--- src/rtl/axi4_burst_addr_gen.sv ---
// ----------------------------------------------------------------------------
// axi4_burst_addr_gen
//
// Sits downstream of the read side of the command AsyncFIFO. It takes one
// AW/AR command per S_VALID/S_READY handshake and expands it into LEN+1 beat
// descriptors: ID, beat address, beat index, LAST and an error flag. Beat
// addresses follow the AXI4 FIXED / INCR / WRAP rules. Illegal commands
// still produce LEN+1 beats, at a held address, with M_ERR set on every beat.
//
// Ports
//   CLK, RESETn         : clock (rising edge), async active-low reset
//   S_ID/ADDR/LEN/SIZE/BURST, S_VALID, S_READY
//                       : command input (FIFO RDATA / RVALID / RREADY)
//   M_ID/ADDR/BEAT/LAST/ERR, M_VALID, M_READY
//                       : beat descriptor output
// ----------------------------------------------------------------------------
module axi4_burst_addr_gen #(
    parameter int ADDR_WIDTH = 32,
    parameter int ID_WIDTH   = 4,
    parameter int MAX_SIZE   = 2
) (
    input  logic                  CLK,
    input  logic                  RESETn,
    input  logic [ID_WIDTH-1:0]   S_ID,
    input  logic [ADDR_WIDTH-1:0] S_ADDR,
    input  logic [7:0]            S_LEN,
    input  logic [2:0]            S_SIZE,
    input  logic [1:0]            S_BURST,
    input  logic                  S_VALID,
    output logic                  S_READY,
    output logic [ID_WIDTH-1:0]   M_ID,
    output logic [ADDR_WIDTH-1:0] M_ADDR,
    output logic [7:0]            M_BEAT,
    output logic                  M_LAST,
    output logic                  M_ERR,
    output logic                  M_VALID,
    input  logic                  M_READY
);

    typedef enum logic {IDLE = 1'b0, BURST = 1'b1} state_t;

    localparam logic [1:0] BT_FIXED = 2'b00;
    localparam logic [1:0] BT_INCR  = 2'b01;
    localparam logic [1:0] BT_WRAP  = 2'b10;
    localparam logic [ADDR_WIDTH-1:0] ONE = ADDR_WIDTH'(1);

    // Latched burst shape; burst is forced to FIXED for illegal commands.
    typedef struct packed {
        logic [7:0] len;
        logic [2:0] size;
        logic [1:0] burst;
    } cmd_t;

    state_t state, state_nxt;
    cmd_t   cmd;

    logic                  load, beat_hs;
    logic                  s_err, len_ok;
    logic [ADDR_WIDTH-1:0] s_step;
    logic [ADDR_WIDTH-1:0] step, aligned, incr, wrap_mask, next_addr;

    assign M_VALID = (state == BURST);
    assign beat_hs = M_VALID & M_READY;
    assign load    = S_VALID & S_READY;

    // ---------------- state register ----------------
    always_ff @(posedge CLK or negedge RESETn) begin
        if (!RESETn) state <= IDLE;
        else         state <= state_nxt;
    end

    // ---------------- next-state logic ----------------
    always_comb begin
        state_nxt = state;
        if (load)                  state_nxt = BURST;
        else if (beat_hs && M_LAST) state_nxt = IDLE;
    end

    // ---------------- output logic ----------------
    // Ready on the final accepted beat lets the next burst follow with no
    // bubble. Nothing here depends on S_VALID.
    always_comb begin
        S_READY = (state == IDLE) | (beat_hs & M_LAST);
    end

    // ---------------- command legality ----------------
    always_comb begin
        s_step = ONE << S_SIZE;
        len_ok = (S_LEN == 8'd1) || (S_LEN == 8'd3) || (S_LEN == 8'd7) || (S_LEN == 8'd15);
        s_err  = (S_BURST == 2'b11)
               | (32'(S_SIZE) > 32'(MAX_SIZE))
               | ((S_BURST == BT_WRAP) & (!len_ok | (|(S_ADDR & (s_step - ONE)))));
    end

    // ---------------- next beat address ----------------
    always_comb begin
        step      = ONE << cmd.size;
        aligned   = M_ADDR & ~(step - ONE);
        incr      = aligned + step;
        // Wrap container size is (LEN+1) << SIZE; LEN is a power of two minus
        // one for any legal WRAP, so the container is a clean mask.
        wrap_mask = ((ADDR_WIDTH'(cmd.len) + ONE) << cmd.size) - ONE;
        case (cmd.burst)
            BT_INCR: next_addr = incr;
            BT_WRAP: next_addr = (M_ADDR & ~wrap_mask) | (incr & wrap_mask);
            default: next_addr = M_ADDR;
        endcase
    end

    // ---------------- beat datapath ----------------
    always_ff @(posedge CLK or negedge RESETn) begin
        if (!RESETn) begin
            cmd    <= '0;
            M_ID   <= '0;
            M_ADDR <= '0;
            M_BEAT <= '0;
            M_LAST <= 1'b0;
            M_ERR  <= 1'b0;
        end else if (load) begin
            cmd.len   <= S_LEN;
            cmd.size  <= S_SIZE;
            cmd.burst <= s_err ? BT_FIXED : S_BURST;
            M_ID      <= S_ID;
            M_ADDR    <= S_ADDR;
            M_BEAT    <= 8'd0;
            M_LAST    <= (S_LEN == 8'd0);
            M_ERR     <= s_err;
        end else if (beat_hs && !M_LAST) begin
            M_ADDR <= next_addr;
            M_BEAT <= M_BEAT + 8'd1;
            M_LAST <= ((M_BEAT + 8'd1) == cmd.len);
        end
    end

endmodule
--- config.mk ---
export PLATFORM = sky130hd
export DESIGN_NAME = axi4_burst_addr_gen
export DESIGN_NICKNAME = d
export VERILOG_FILES = /design/src/rtl/axi4_burst_addr_gen.sv
export SDC_FILE = /design/constraint.sdc
export NUM_CORES = 1
export LEC_CHECK = 0
export ABC_CLOCK_PERIOD_IN_PS = 10870
export CORE_MARGIN = 3
export CORE_UTILIZATION = 25
export CTS_CLUSTER_SIZE = 25
export DETAILED_ROUTE_END_ITERATION = 8
export MAX_ROUTING_LAYER = met4
export SYNTH_ARGS = -nofsm -noshare
export SYNTH_HDL_FRONTEND = slang
export SYNTH_SLANG_ARGS = --single-unit
export TNS_END_PERCENT = 100
--- constraint.sdc ---
create_clock -name CLK -period 10.87 [get_ports CLK]
set_input_delay 1.087 -clock CLK [delete_from_list [all_inputs] [get_ports CLK]]
set_output_delay 1.087 -clock CLK [all_outputs]
set_load 0.03 [all_outputs]
**Yosys cells after proc, flatten, opt, wreduce, memory -nomap -nowiden**

Cells that the tools add are included.

- Div/mod/pow operators: 0
- Reductions and logical operators: 13
- $add $sub $neg: 6
- Shift operators: 3
- Eq/ne operators: 9
- $lt $le $gt $ge: 1
- Bitwise gates (word level): 16
- Multipliers: 0
- Muxes and demuxes: 10

Operator list:

| operator | number |
|---|---|
| $and A32 B32 Y32 | 4 |
| $sub A32 B1 Y32 const B | 3 |
| $mux W32 | 2 |
| $not A32 Y32 | 2 |
| $pmux W32 S2 | 1 |
| $shl A1 B3 Y32 const A | 2 |
| $add A32 B32 Y32 | 1 |
| $or A32 B32 Y32 | 1 |
| $reduce_or A32 Y1 | 1 |
| $shl A9 B3 Y32 | 1 |
| $mux W8 | 2 |
| $add A8 B1 Y9 const B | 1 |
| $add A8 B1 Y8 const B | 1 |
| $eq A8 B1 Y1 const B | 1 |
| $eq A8 B2 Y1 const B | 1 |
| $eq A8 B3 Y1 const B | 1 |
| $eq A8 B4 Y1 const B | 1 |
| $eq A8 B8 Y1 | 1 |
| $logic_not A8 Y1 | 1 |
| $eq A2 B2 Y1 const B | 3 |
| $and A1 B1 Y1 | 4 |
| $mux W1 | 4 |
| $or A1 B1 Y1 | 4 |
| $reduce_bool A2 Y1 | 2 |
| 9 further kinds | 13 |

- Memories kept: 0
- Output and inout port bits: 48
- Bits of input ports: 53
- Latch bits: 0
- Register bits: 60
- RAM bits: 0
- Bits in read-only memories: 0

**Depth between registers and ports, before layout**

- Depth in word-level cells: 10
- Depth in mapped cells: 17
- Depth with buffers taken out: 14

**Worst setup path before layout**

Ideal clock, no wire load.

- Kind: flip-flop to flip-flop
- From: reg cmd[4] in the netlist's numbering
- To: reg with a tool-made name
- Buffers on the path: 3
- Library setup time: 0.133 ns
- Slack: 7.435 ns
- Clock period less this slack: 3.435 ns
- Stages on the path, launching flop included: 17
- Data arrival time: 3.302 ns
- Path through: dfrtp_1 -> clkbuf_1 -> clkbuf_1 -> clkbuf_1 -> nor2_1 -> and3_1 -> ha_1 -> a21oi_1 -> nor3b_1 -> o221ai_1 -> a21oi_1 -> or3_1 -> a31oi_1 -> a2111o_1 -> a311oi_1 -> xnor2_1 -> o21ai_0

RTL lines:

| item | line | source |
|---|---|---|
| start, declared | 55 | `cmd_t cmd;` |

==> results.py <==
metrics = {
    "route": {
        "drt_iter0_drc": 369,
        "viasPerCell": 5.24,
        "routed-via-count": 5153,
        "post_drt_wl_per_cell_um": 17.3,
        "wl_um": 17000,
        "ant_nets": 0,
        "firstDrtPassIters": 5,
        "route.detailed.drc": 0,
    },
    "synthesis": {
        "synth_edf_count": 0,
        "synth.yosys.warnings": 0,
        "syn_area_per_cell_sq_um": 7.74,
        "synth_fp_nets": 699,
        "netlist_area_sq_mm": 0.00493,
        "synth-main-ff-cell": "dfrtp_1",
        "syn_inst": 637,
        "ys_types": 77,
        "synthArstFlopShare_pct": 100,
        "seq_area_frac_synth_pct": 30.4,
        "ys_ff_latch": 60,
    },
    "worst_setup_path": {
        "crit_chain": "ha_1 > nand3_2 > xor2_2 > mux2i_1 > a211o_1 > o31a_1 > nor3_2 > a21oi_1 > o21ai_0 > o21ai_0 > a221o_1",
        "crit_top_cell": "o21ai_0",
        "worstPathRequired_ps": 11090,
        "path_max_fanout": 12,
        "worst-path-buf-inv": 0,
        "cp-end-kind": "register",
        "r2r_start": "cmd[5]",
        "cpPeakStageDelay_ps": 610,
        "path_class": "reg -> reg",
        "start_kind": "register",
        "r2r_setup_slack_ps": 6760,
        "critPathTopFamily": "compound AO/OA/AOI/OAI gates",
        "startpoint": "cmd[5]",
        "crit_slowest_cell": "dfrtp_1",
        "arrival_ps": 4330,
    },
    "timing": {
        "rsz0062_at_grt": "false",
        "slew_headroom_pct": 29.5,
        "skew_ps": 5.82,
        "finalMaxSlewViolations": 0,
        "fin_crit_sh_pct": 37.8,
        "worst_pin_slew_ps": 1040,
        "timing.setup.tns_ps": 0,
        "setup_viol": 0,
        "fmax_mhz": 243,
        "period_needed_ps": 4110,
        "finalHoldViolCount": 0,
    },
    "placement": {
        "portBuffers": 100,
        "dp.cells": 968,
        "placed_cell_area_sq_mm": 0.00613,
        "place.gp.congestion": 0.941,
        "dp_hpwl_um": 12700,
    },
    "cts": {
        "cts_tree": "built",
        "htreeDepth": 3,
        "clkLatencyLatePin_ps": 340,
        "clock-root-buffer": "clkbuf_16",
        "cts_hold_buf": 0,
        "cts.sinks": 60,
        "clockBufferDepth": 2,
        "cts_buffers": 9,
        "postCtsSetupBuffers": 0,
        "cts-resized-gates": 0,
        "cts.clk_slew.worst_paths_ps": 50,
    },
    "global_route": {
        "grt_pass1_vias": 4699,
        "gr-total-overflow": 0,
        "grt_max_degree": 66,
        "antenna_found_initial": 0,
        "groute.usage.overall_pct": 16.1,
        "grt_pass1_wl_um": 27000,
    },
    "cells_and_area": {
        "drive_gt1_share_pct": 5.94,
        "fillerInstances": 2037,
        "stdcell_count": 984,
        "antenna-diode-count": 0,
        "nets": 781,
        "area.growth.synth_to_final_pct": 30.9,
        "design_area_sq_mm": 0.00645,
    },
    "power_and_ir_drop": {
        "power.total_uw": 1980,
        "p_leak_uw": 0.00243,
        "powerDensity_mw_per_mm2": 307,
        "peakVddDrop_mv": 0.134,
    },
    "floorplan": {
        "initial_core_util_pct": 25.9,
        "die_area_sq_mm": 0.0215,
        "dieHeight_um": 146,
        "chipWidth_um": 146,
        "core_sq_mm": 0.0190,
        "rows": 50,
        "io_pins": 101,
    },
    "job": {
        "drv_cap": 0,
    },
    "status": {
        "status": "complete, no violations",
    },
    "worst_hold_path": {
        "hp-class": "reg -> reg",
        "min-delay-start": "M_ID[3]",
    },
}
[worst paths after layout]
kind,to,cells past startpoint
setup / recovery,register,11
hold / removal,M_ID[3],2
setup reg to reg,register,11
hold reg to reg,M_ID[3],2
max in group asynchronous,asynchronous set/reset pin,2
min in group asynchronous,asynchronous set/reset pin,2
[worst min-delay path, delay by kind of cell, from the launching register on]
kind / cells / cell delay (ps)
DFF: 1 / 340
and+or+nand+nor: 2 / 110
[where the power goes]
part | leakage (uW) | internal, uW | switching (uW)
Sequential | 0.000745 | 317 | 161
Combinational | 0.00152 | 478 | 705
Clock | 0.000160 | 214 | 109
Total | 0.00243 | 1010 | 975
[logic make-up (layout without fill, tap and decap cells)]
kind of cell               after synthesis  count (layout)  synth area share, %
AOI/OAI and AO/OA                      173             173                 23.2
xor gates and xnor gates                41              41                 7.81
adders and majority gates                9               9                 2.28
buffers and inverters                   49             136                 4.59
DFF                                     60              60                 30.4
muxes                                   10              10                 2.08
and+or+nand+nor                        295             295                 29.6
[layout by cell type, fill, tap and decap left out, types with 3 or more instances in the layout]
cell,count
a22o_1,4
a31oi_1,6
or3_1,5
inv_1,13
dfrtp_1,60
o21ai_0,58
nand3_1,30
nor3_1,15
nor2b_1,7
or4_1,7
and3_1,13
nor4_1,15
o21a_1,7
a211o_1,3
a211oi_1,3
o21ai_1,4
o22a_1,3
o31ai_1,4
o22ai_1,3
nand4_1,6
or2_2,4
xor2_1,14
nand2_1,111
clkdlybuf4s50_1,99
and2_1,10
o211ai_1,8
ha_1,9
mux2i_1,8
a21o_1,3
buf_4,6
a221o_1,8
nand2b_1,7
xnor2_1,25
clkbuf_16,9
a21oi_1,28
nor2_1,47
[cell usage after synthesis, types with 9 or more instances]
master / number / area share [%]
xnor2_1: 25 / 4.4
and2_1: 11 / 1.4
o21ai_0: 58 / 5.9
ha_1: 9 / 2.3
nor4_1: 15 / 1.9
buf_2: 10 / 1.0
clkbuf_1: 19 / 1.4
inv_1: 13 / 0.99
dfrtp_1: 60 / 30
nor2_1: 47 / 3.6
and3_1: 13 / 1.6
nor3_1: 15 / 1.5
xor2_1: 14 / 2.5
a21oi_1: 28 / 2.8
nand3_1: 30 / 3.0
nand2_1: 111 / 8.4
[routing by layer]
| metal | global-route usage, % | wire length [um] |
|---|---|---|
| met1 | 22.3 | 7950 |
| met2 | 23.5 | 7500 |
| met3 | 3.91 | 1160 |
| met4 | 4.23 | 408 |
| met5 | - | 0 |
[metrics by stage]
step	utilization, %	worst slack, ps	hold WS (ps)
2_1_floorplan	-	7430	502
6_report	33.9	6760	472
5_1_grt	33.9	6450	495
3_5_place_dp	32.2	6870	465
3_3_place_gp	32.2	6770	462
4_1_cts	33.9	6840	479
[final cells by class]
cell class              instances  area, sq um  area share [%]
clock buffers                  13          260            4.03
clock inverters                 3         68.8            1.07
inverters                      14         52.6           0.814
multi-input cells             528         3210            49.7
flip-flops and latches         60         1500            23.3
well taps                     260          325            5.04
repair buffers                106         1040            16.1
Power figures use the tool's default switching activity.
